[config.mk]
export PLATFORM = sky130hd
export DESIGN_NAME = alu_sequencer
export DESIGN_NICKNAME = d
export VERILOG_FILES = /design/src/rtl/alu_sequencer_pkg.sv /design/src/rtl/alu_sequencer_rr_arbiter.sv /design/src/rtl/alu_sequencer.sv
export SDC_FILE = /design/constraint.sdc
export NUM_CORES = 1
export LEC_CHECK = 0
export ABC_CLOCK_PERIOD_IN_PS = 2160
export CAP_MARGIN = 20
export CORE_UTILIZATION = 34
export DETAILED_ROUTE_END_ITERATION = 8
export GPL_TIMING_DRIVEN = 0
export HOLD_SLACK_MARGIN = 0.12
export PLACE_DENSITY = 0.78
export SLEW_MARGIN = 20
export SYNTH_ARGS = -nofsm -noshare
export SYNTH_HDL_FRONTEND = slang
export SYNTH_SLANG_ARGS = --single-unit
[constraint.sdc]
create_clock -name i_clk -period 2.16 [get_ports i_clk]
set_clock_uncertainty 0.05 [all_clocks]
set_input_delay 0.432 -clock i_clk [delete_from_list [all_inputs] [get_ports i_clk]]
set_output_delay 0.432 -clock i_clk [all_outputs]
set_load 0.03 [all_outputs]
[src/rtl/alu_sequencer_pkg.sv]
// Shared types for the ALU sequencer: ALU opcode mnemonics and sequencer states.
// OP_MUL only triggers the multi-cycle path when ALU_SEQ_MUL_EN is defined.
package alu_sequencer_pkg;

  localparam int OPS_W = 4;

  typedef enum logic [OPS_W-1:0] {
    OP_ADD = 4'h0,
    OP_SUB = 4'h1,
    OP_AND = 4'h2,
    OP_OR  = 4'h3,
    OP_XOR = 4'h4,
    OP_GEQ = 4'h5,
    OP_EQ  = 4'h6,
    OP_NEQ = 4'h7,
    OP_MUL = 4'hF
  } op_mne_t;

  typedef enum logic [1:0] {
    IDLE = 2'd0,
    EXEC = 2'd1,
    RESP = 2'd2,
    MUL  = 2'd3
  } seq_state_t;

  // Round-robin successor of a granted index, wrapping at n.
  function automatic int rr_next(input int idx, input int n);
    return (idx + 1 >= n) ? 0 : idx + 1;
  endfunction

endpackage

[src/rtl/alu_sequencer_rr_arbiter.sv]
// Combinational round-robin arbiter: one-hot grant to the first requester
// at or after the pointer, wrapping modulo NREQ.
module alu_sequencer_rr_arbiter #(
  parameter int NREQ = 2,
  parameter int PW   = $clog2(NREQ)
) (
  input  logic [NREQ-1:0] i_req,
  input  logic [PW-1:0]   i_ptr,
  output logic [NREQ-1:0] o_grant
);

  int   w_idx;
  logic w_found;

  always_comb begin
    o_grant = '0;
    w_found = 1'b0;
    w_idx   = 0;
    for (int k = 0; k < NREQ; k++) begin
      w_idx = int'(i_ptr) + k;
      if (w_idx >= NREQ) w_idx = w_idx - NREQ;
      if (!w_found && i_req[PW'(w_idx)]) begin
        o_grant[PW'(w_idx)] = 1'b1;
        w_found             = 1'b1;
      end
    end
  end

endmodule

[src/rtl/alu_sequencer.sv]
// Round-robin shares one external combinational ALU among NREQ requesters.
// Define ALU_SEQ_MUL_EN to add a W-iteration shift-add multiply built on ADD.
module alu_sequencer
  import alu_sequencer_pkg::*;
#(
  parameter int W    = 8,
  parameter int Ops  = 4,
  parameter int NREQ = 2
) (
  input  logic                    i_clk,
  input  logic                    i_rst_n,
  input  logic [NREQ-1:0]         i_req_valid,
  output logic [NREQ-1:0]         o_req_ready,
  input  logic [NREQ*Ops-1:0]     i_req_op,
  input  logic [NREQ*W-1:0]       i_req_a,
  input  logic [NREQ*W-1:0]       i_req_b,
  output logic [W-1:0]            o_alu_a,
  output logic [W-1:0]            o_alu_b,
  output logic [Ops-1:0]          o_alu_op,
  input  logic [W-1:0]            i_alu_out,
  output logic                    o_rsp_valid,
  input  logic                    i_rsp_ready,
  output logic [W-1:0]            o_rsp_data,
  output logic [$clog2(NREQ)-1:0] o_rsp_id,
  output logic                    o_busy
);

  localparam int IW = $clog2(NREQ);

  seq_state_t        r_state;
  logic [IW-1:0]     r_ptr;
  logic [W-1:0]      r_alu_a;
  logic [W-1:0]      r_alu_b;
  logic [Ops-1:0]    r_alu_op;
  logic [W-1:0]      r_rsp_data;
  logic [IW-1:0]     r_rsp_id;
  logic              r_rsp_valid;
  logic              r_busy;

  logic [NREQ-1:0]   w_grant;
  logic [IW-1:0]     w_gidx;
  logic              w_can_accept;
  logic              w_accept;
  logic [Ops-1:0]    w_sel_op;
  logic [W-1:0]      w_sel_a;
  logic [W-1:0]      w_sel_b;

`ifdef ALU_SEQ_MUL_EN
  localparam int CW = (W > 1) ? $clog2(W) : 1;
  logic [W-1:0]      r_mp;
  logic [CW-1:0]     r_cnt;
  logic              w_is_mul;
  assign w_is_mul = (w_sel_op == Ops'(OP_MUL));
`endif

  alu_sequencer_rr_arbiter #(.NREQ(NREQ), .PW(IW)) u_arb (
    .i_req   (i_req_valid),
    .i_ptr   (r_ptr),
    .o_grant (w_grant)
  );

  // Completing a response frees the slot in the same cycle, so no bubble.
  assign w_can_accept = (r_state == IDLE) || ((r_state == RESP) && i_rsp_ready);
  assign o_req_ready  = w_can_accept ? w_grant : '0;
  assign w_accept     = |(i_req_valid & o_req_ready);

  always_comb begin
    w_gidx = '0;
    for (int i = 0; i < NREQ; i++) begin
      if (w_grant[i]) w_gidx = IW'(i);
    end
  end

  assign w_sel_op = i_req_op[w_gidx*Ops +: Ops];
  assign w_sel_a  = i_req_a[w_gidx*W +: W];
  assign w_sel_b  = i_req_b[w_gidx*W +: W];

  always_ff @(posedge i_clk or negedge i_rst_n) begin
    if (!i_rst_n) begin
      r_state     <= IDLE;
      r_ptr       <= '0;
      r_alu_a     <= '0;
      r_alu_b     <= '0;
      r_alu_op    <= '0;
      r_rsp_data  <= '0;
      r_rsp_id    <= '0;
      r_rsp_valid <= 1'b0;
      r_busy      <= 1'b0;
`ifdef ALU_SEQ_MUL_EN
      r_mp        <= '0;
      r_cnt       <= '0;
`endif
    end else if (w_accept) begin
      r_rsp_id    <= w_gidx;
      r_ptr       <= IW'(rr_next(int'(w_gidx), NREQ));
      r_rsp_valid <= 1'b0;
      r_busy      <= 1'b1;
`ifdef ALU_SEQ_MUL_EN
      // alu_a doubles as the accumulator and alu_b as the shifting multiplicand.
      if (w_is_mul) begin
        r_alu_a  <= '0;
        r_alu_b  <= w_sel_a;
        r_alu_op <= Ops'(OP_ADD);
        r_mp     <= w_sel_b;
        r_cnt    <= '0;
        r_state  <= MUL;
      end else
`endif
      begin
        r_alu_a  <= w_sel_a;
        r_alu_b  <= w_sel_b;
        r_alu_op <= w_sel_op;
        r_state  <= EXEC;
      end
    end else begin
      case (r_state)
        EXEC: begin
          r_rsp_data  <= i_alu_out;
          r_rsp_valid <= 1'b1;
          r_state     <= RESP;
        end
        RESP: begin
          if (i_rsp_ready) begin
            r_rsp_valid <= 1'b0;
            r_busy      <= 1'b0;
            r_state     <= IDLE;
          end
        end
`ifdef ALU_SEQ_MUL_EN
        MUL: begin
          if (r_mp[0]) r_alu_a <= i_alu_out;
          r_alu_b <= r_alu_b << 1;
          r_mp    <= r_mp >> 1;
          r_cnt   <= r_cnt + 1'b1;
          if (r_cnt == CW'(W - 1)) begin
            r_rsp_data  <= r_mp[0] ? i_alu_out : r_alu_a;
            r_rsp_valid <= 1'b1;
            r_state     <= RESP;
          end
        end
`endif
        default: ;
      endcase
    end
  end

  assign o_alu_a     = r_alu_a;
  assign o_alu_b     = r_alu_b;
  assign o_alu_op    = r_alu_op;
  assign o_rsp_data  = r_rsp_data;
  assign o_rsp_id    = r_rsp_id;
  assign o_rsp_valid = r_rsp_valid;
  assign o_busy      = r_busy;

endmodule

# Yosys cells after proc, flatten, opt, wreduce, memory -nomap -nowiden
# Index checks and enable logic that the tools add are counted.
# classes
addsub	4
reduce_logical	14
shifts	3
bitwise_logic	3
n_eq_ne	3
magnitude_cmp	7
n_mux	24
# op_table
op	n
variable part select 16 x 5 -> 8 bit	2
two-way mux 1 bit	15
two-way mux 2 bit	5
variable part select 8 x 4 -> 4 bit	1
< comparator 1 x 3 -> 1 bit (second input constant)	2
AND reduction 2 bit	3
adder 1 x 1 -> 2 bit (second input constant)	2
>= comparator 2 bit (second input constant)	2
logical AND 1 bit	4
case mux 2 bit (2 select lines)	1
nonzero test 2 bit	2
inequality test 3 bit (second input constant)	1
nonzero test 3 bit	1
bitwise AND 2 bit	1
demux 1 bit (select 1 bit)	2
equality test 2 x 1 -> 1 bit (second input constant)	1
equality test 2 bit (second input constant)	1
>= comparator 1 bit (second input constant)	2
>= comparator 1 x 2 -> 1 bit (second input constant)	1
logical NOT 2 bit	1
OR 2 bit	1
case mux 1 bit (2 select lines)	1
OR reduction 2 bit	1
subtractor 1 bit (second input constant)	2
other kinds (3)	3
# totals
word_cells	67
input_bits	53
reg_bits	34

# Longest topological paths before layout
# depth
depth_word	14
mapped_depth	4

# Hierarchy
# From an unflattened synthesis, not the netlist that was laid out.
# unflattened
cells_unflattened	106
hier_area_um2	1601.5
# by_module_without_submodules
module	cells_each	area_each_um2	instances
alu_sequencer	103	1576.5	1
alu_sequencer_rr_arbiter	3	25.0	1

# Worst setup path after synthesis
# OpenSTA, ideal clock, no wires.
# synth_path
kind	register -> register
from	register r_state[1]
to	register r_alu_a[0] (netlist: o_alu_a[0])
setup_ns	0.125
setup_slack_ns	0.322
period_less_slack_ns	1.838
stages_incl_launch_ff	4
arrival_time_ns	1.663
path_cell_list	dfrtp_1 -> a2111oi_4 -> buf_6 -> mux2_2
# synth_between
elab_chain_cells	6
word_cells_on_any_way	7
classes_between	eq/ne: 1; mux: 1; bitwise: 1; reduce/logical: 4
# synth_lines
element	line_no	rtl
from (decl)	alu_sequencer.sv:30	seq_state_t r_state;
from (signal assigned)	alu_sequencer.sv:80	r_state <= IDLE;
from (signal assigned)	alu_sequencer.sv:113	r_state <= EXEC;
from (signal assigned)	alu_sequencer.sv:120	r_state <= RESP;
equality test 2 bit	alu_sequencer.sv:63	assign w_can_accept = (r_state == IDLE) || ((r_state == RESP) && i_rsp_ready);
logical AND 1 bit	alu_sequencer.sv:63	
logical OR 1 bit *	alu_sequencer.sv:63	
two-way mux 2 bit *	alu_sequencer.sv:64	assign o_req_ready = w_can_accept ? w_grant : '0;
named net o_req_ready[0]	alu_sequencer.sv:13	output logic [NREQ-1:0] o_req_ready,
bitwise AND 2 bit *	alu_sequencer.sv:65	assign w_accept = |(i_req_valid & o_req_ready);
OR reduction 2 bit *	alu_sequencer.sv:65	
to (signal assigned)	alu_sequencer.sv:110	r_alu_a <= w_sel_a;
to (decl)	alu_sequencer.sv:32	logic [W-1:0] r_alu_a;
# The timed path passes the listed nets; every way through them passes the cells marked *.
# A chain may end at the register's enable or synchronous reset.

# Worst setup path after layout
# layout_path
from	input i_rsp_ready
to	output o_req_ready[0]
# layout_between
elab_chain_cells	3
# layout_lines
element	line_no	rtl
from (decl)	alu_sequencer.sv:22	input logic i_rsp_ready,
logical AND 1 bit	alu_sequencer.sv:63	
logical OR 1 bit	alu_sequencer.sv:63	
two-way mux 2 bit	alu_sequencer.sv:64	
to (decl)	alu_sequencer.sv:13	
# Every way passes these cells.

==> flow_metrics.env <==
export IMPL_final_common_cell="sky130_fd_sc_hd__clkdlybuf4s50_1"
export IMPL_p_seq_share_pct=33.3
export IMPL_grt_pass1_vias=942
export IMPL_synthesis_area_um2=1240
export IMPL_min_delay_path_class="flip-flop to flip-flop"
export IMPL_final_max_slew_violation_count=0
export IMPL_cts_inserted_buffers=5
export IMPL_place_gp_congestion=0.759
export IMPL_yosysWarningCount=0
export IMPL_post_drt_wl_per_cell_um=13.3
export IMPL_share_of_final_layout_standard_cells_stronger_than_drive_strength_1_pct=33.6
export IMPL_synth_sequential_area_ratio_pct=64.3
export IMPL_finalHoldViolCount=0
export IMPL_grt_max_degree=33
export IMPL_power_consumption_mw=3.10
export IMPL_clock_latency_ps=330
export IMPL_drc=0
export IMPL_design_core_area_um2=3420
export IMPL_setup_failing_eps_final=0
export IMPL_worst_pin_slew_ps=702
export IMPL_cts_tree="built"
export IMPL_number_of_flip_flops_and_latches_in_the_synthesized_netlist=32
export IMPL_finalInstanceArea_um2=2040
export IMPL_worst_ep_arrival_time_ps=1610
export IMPL_htree_levels=2
export IMPL_timing_worst_setup_path_type="primary input to primary output"
export IMPL_cellInternalPower_mw=1.94
export IMPL_number_of_top_level_pins=86
export IMPL_drv_max_cap_violation_count=0
export IMPL_outcome="complete, no violations"
export IMPL_route_vias_total=872
export IMPL_placement_rows=21
export IMPL_max_slew_headroom_at_the_worst_pin_pct=53.2
export IMPL_port_buffers=62
export IMPL_placedInstanceArea_um2=1920
export IMPL_syn_avg_cell_area_um2=16.6
export IMPL_firstDrtPassIters=4
export IMPL_clkTransAtPathRegs_ps=90
export IMPL_start_util_pct=36.4
export IMPL_setup_worst_path_end_class="primary output"
export IMPL_finalCriticalPeriod_ps=2090
export IMPL_cts_sink_count=32
export IMPL_finish_utilization_pct=59.8
export IMPL_areaGrowthSynthToFinish_pct=64.1
export IMPL_max_clock_freq_ghz=0.479
export IMPL_clockPowerShare_pct=16.3
export IMPL_vdd_ir_drop_worst_mv=0.821
export IMPL_netlist_top_cells_area="sky130_fd_sc_hd__dfrtp_1 64%, sky130_fd_sc_hd__mux2_2 25%, sky130_fd_sc_hd__a2111oi_4 2.2%, sky130_fd_sc_hd__buf_6 1.8%, sky130_fd_sc_hd__a21o_2 1.4%"
export IMPL_die_area_um2=3910
export IMPL_grt_total_usage_pct=15.0
export IMPL_worst_endpoint_required_ps=1680
export IMPL_rsz0062_at_grt="false"
export IMPL_synth_top_cell_area_share_pct=64.3
export IMPL_grt_remaining_overflow=0
export IMPL_critical_path_max_fanout=2
export IMPL_place_detailed_hpwl_mm=1.93
export IMPL_r2r_setup_slack_ps=410
export IMPL_p_per_area_nw_per_um2=1510
export IMPL_insertedDiodeCount=0
export IMPL_cts_root_buf="sky130_fd_sc_hd__clkbuf_4"
export IMPL_total_leakage_power_nw=0.877
export IMPL_die_h_um=62.5
export IMPL_detail_route_iter0_violations=6
export IMPL_grt_pass1_wl_mm=4.30
export IMPL_dieWidth_um=62.5
export IMPL_synth_distinct_cells=13
export IMPL_postRouteWirelength_mm=2.60
export IMPL_number_of_nets_with_antenna_violations_after_detailed_routing=0
export IMPL_power_combinational_fraction_pct=50.4
export IMPL_min_period_over_period_pct=96.6
export IMPL_power_share_switching_pct=37.3
export IMPL_post_synth_top_area_cell="sky130_fd_sc_hd__dfrtp_1"
export IMPL_synthesis_instances=75
export IMPL_power_net_switching_mw=1.15
export IMPL_grt_antenna_before_repair=0
export IMPL_cts_root_to_sink_buffers=2
export IMPL_nNetsFinal=201
export IMPL_worst_setup_path_start_kind="primary input"
export IMPL_final_cell_mix="60 x sky130_fd_sc_hd__clkdlybuf4s50_1, 32 x sky130_fd_sc_hd__dfrtp_1, 28 x sky130_fd_sc_hd__mux2_2, 5 x sky130_fd_sc_hd__clkbuf_4, 4 x sky130_fd_sc_hd__buf_4"
export IMPL_vias_per_cell=4.47
-- final timing paths --
| kind | start | cells past startpoint | end |
|---|---|---|---|
| worst min-delay path | o_busy$_DFFE_PN0P_ | 1 | o_busy$_DFFE_PN0P_ |
| worst max register to register | r_state[1]$_DFFE_PN0P_ | 4 | o_alu_a[4]$_DFFE_PN0P_ |
| worst max-delay path | i_rsp_ready | 5 | o_req_ready[0] |
| min in group asynchronous | i_rst_n | 2 | o_alu_b[7]$_DFFE_PN0P_ |
| max in group asynchronous | i_rst_n | 2 | o_rsp_data[5]$_DFFE_PN0P_ |
| worst min register to register | o_busy$_DFFE_PN0P_ | 1 | o_busy$_DFFE_PN0P_ |
-- flip-flops by register name (all words and copies together), names as in the netlist --
| signal | flops |
|---|---|
| o_alu_a | 8 |
| o_alu_b | 8 |
| o_alu_op | 4 |
| o_busy | 1 |
| o_rsp_data | 8 |
| r_ptr | 1 |
| r_state | 2 |
-- area by class of cell --
| type | count | area, um^2 |
|---|---|---|
| multi-input combinational | 37 | 398 |
| clock buffer | 7 | 65.1 |
| sequential | 32 | 801 |
| timing repair buffer | 65 | 642 |
| fill | 285 | 1370 |
| inverter | 2 | 7.51 |
| buffer | 5 | 42.5 |
| tap | 46 | 57.6 |
| clock inverter | 1 | 30.0 |
-- stage by stage --
| step | TNS (ps) | instances | setup WS, ps | hold WS (ps) |
|---|---|---|---|---|
| floorplan | 0 | 76 | 322 | 86.4 |
| detailed placement | -3040 | 184 | -787 | 435 |
| global placement | -1860 | 184 | -727 | 414 |
| global route | 0 | 195 | 31.7 | 470 |
| CTS | 0 | 195 | 10.9 | 458 |
| finish | 0 | 195 | 73.0 | 447 |
-- metal layers --
| metal | track usage, % | routed length [um] | vias up |
|---|---|---|---|
| met1 | 15.5 | 957 | 422 |
| met2 | 25.8 | 1410 | 41 |
| met4 | 11.3 | 80 | 0 |
| met3 | 3.83 | 155 | 7 |
| met5 | 0 | 0 | - |
| li1 | - | - | 402 |
-- kinds of logic after synthesis --
family / after synthesis / synth area share, %
flops: 32 / 64.3
mux: 28 / 25.3
buf+inv: 7 / 4.02
compound gates: 4 / 4.22
simple gates: 3 / 1.81
other cells: 1 / 0.301
-- critical path, cell delays in order --
cell and delay (ps):
sky130_fd_sc_hd__clkdlybuf4s50_1 480, sky130_fd_sc_hd__inv_1 90, sky130_fd_sc_hd__a2111oi_4 340, sky130_fd_sc_hd__buf_6 150
sky130_fd_sc_hd__buf_6 120
-- Yosys cell counts (all sizes together) --
| master | number |
|---|---|
| dfrtp | 32 |
| mux2 | 28 |
| buf | 5 |
| a21o | 3 |
| inv | 2 |
| a2111oi | 1 |
| and2b | 1 |
| conb | 1 |
| nand3b | 1 |
| or2 | 1 |
-- power by group through the flow --
| stage | logic (mW) | registers (mW) | clock network, mW |
|---|---|---|---|
| floorplan | 0.309 | 1.60 | 0 |
| global placement | 1.54 | 1.02 | 0 |
| detailed placement | 1.57 | 1.05 | 0 |
| CTS | 1.58 | 1.04 | 0.521 |
| global route | 1.63 | 1.08 | 0.553 |
| finish | 1.56 | 1.03 | 0.504 |
-- repair_timing --
action / in CTS / in global routing
endpoints found under the setup margin: 1 / 1
endpoints found under the hold margin: 32 / 0
pin swaps: 1 / 1
gates resized for setup: 7 / 0
hold buffers: 1 / 0
setup buffers: 2 / 0
cloned: 0 / 0
Note: power is estimated with default switching activity, not from simulation.
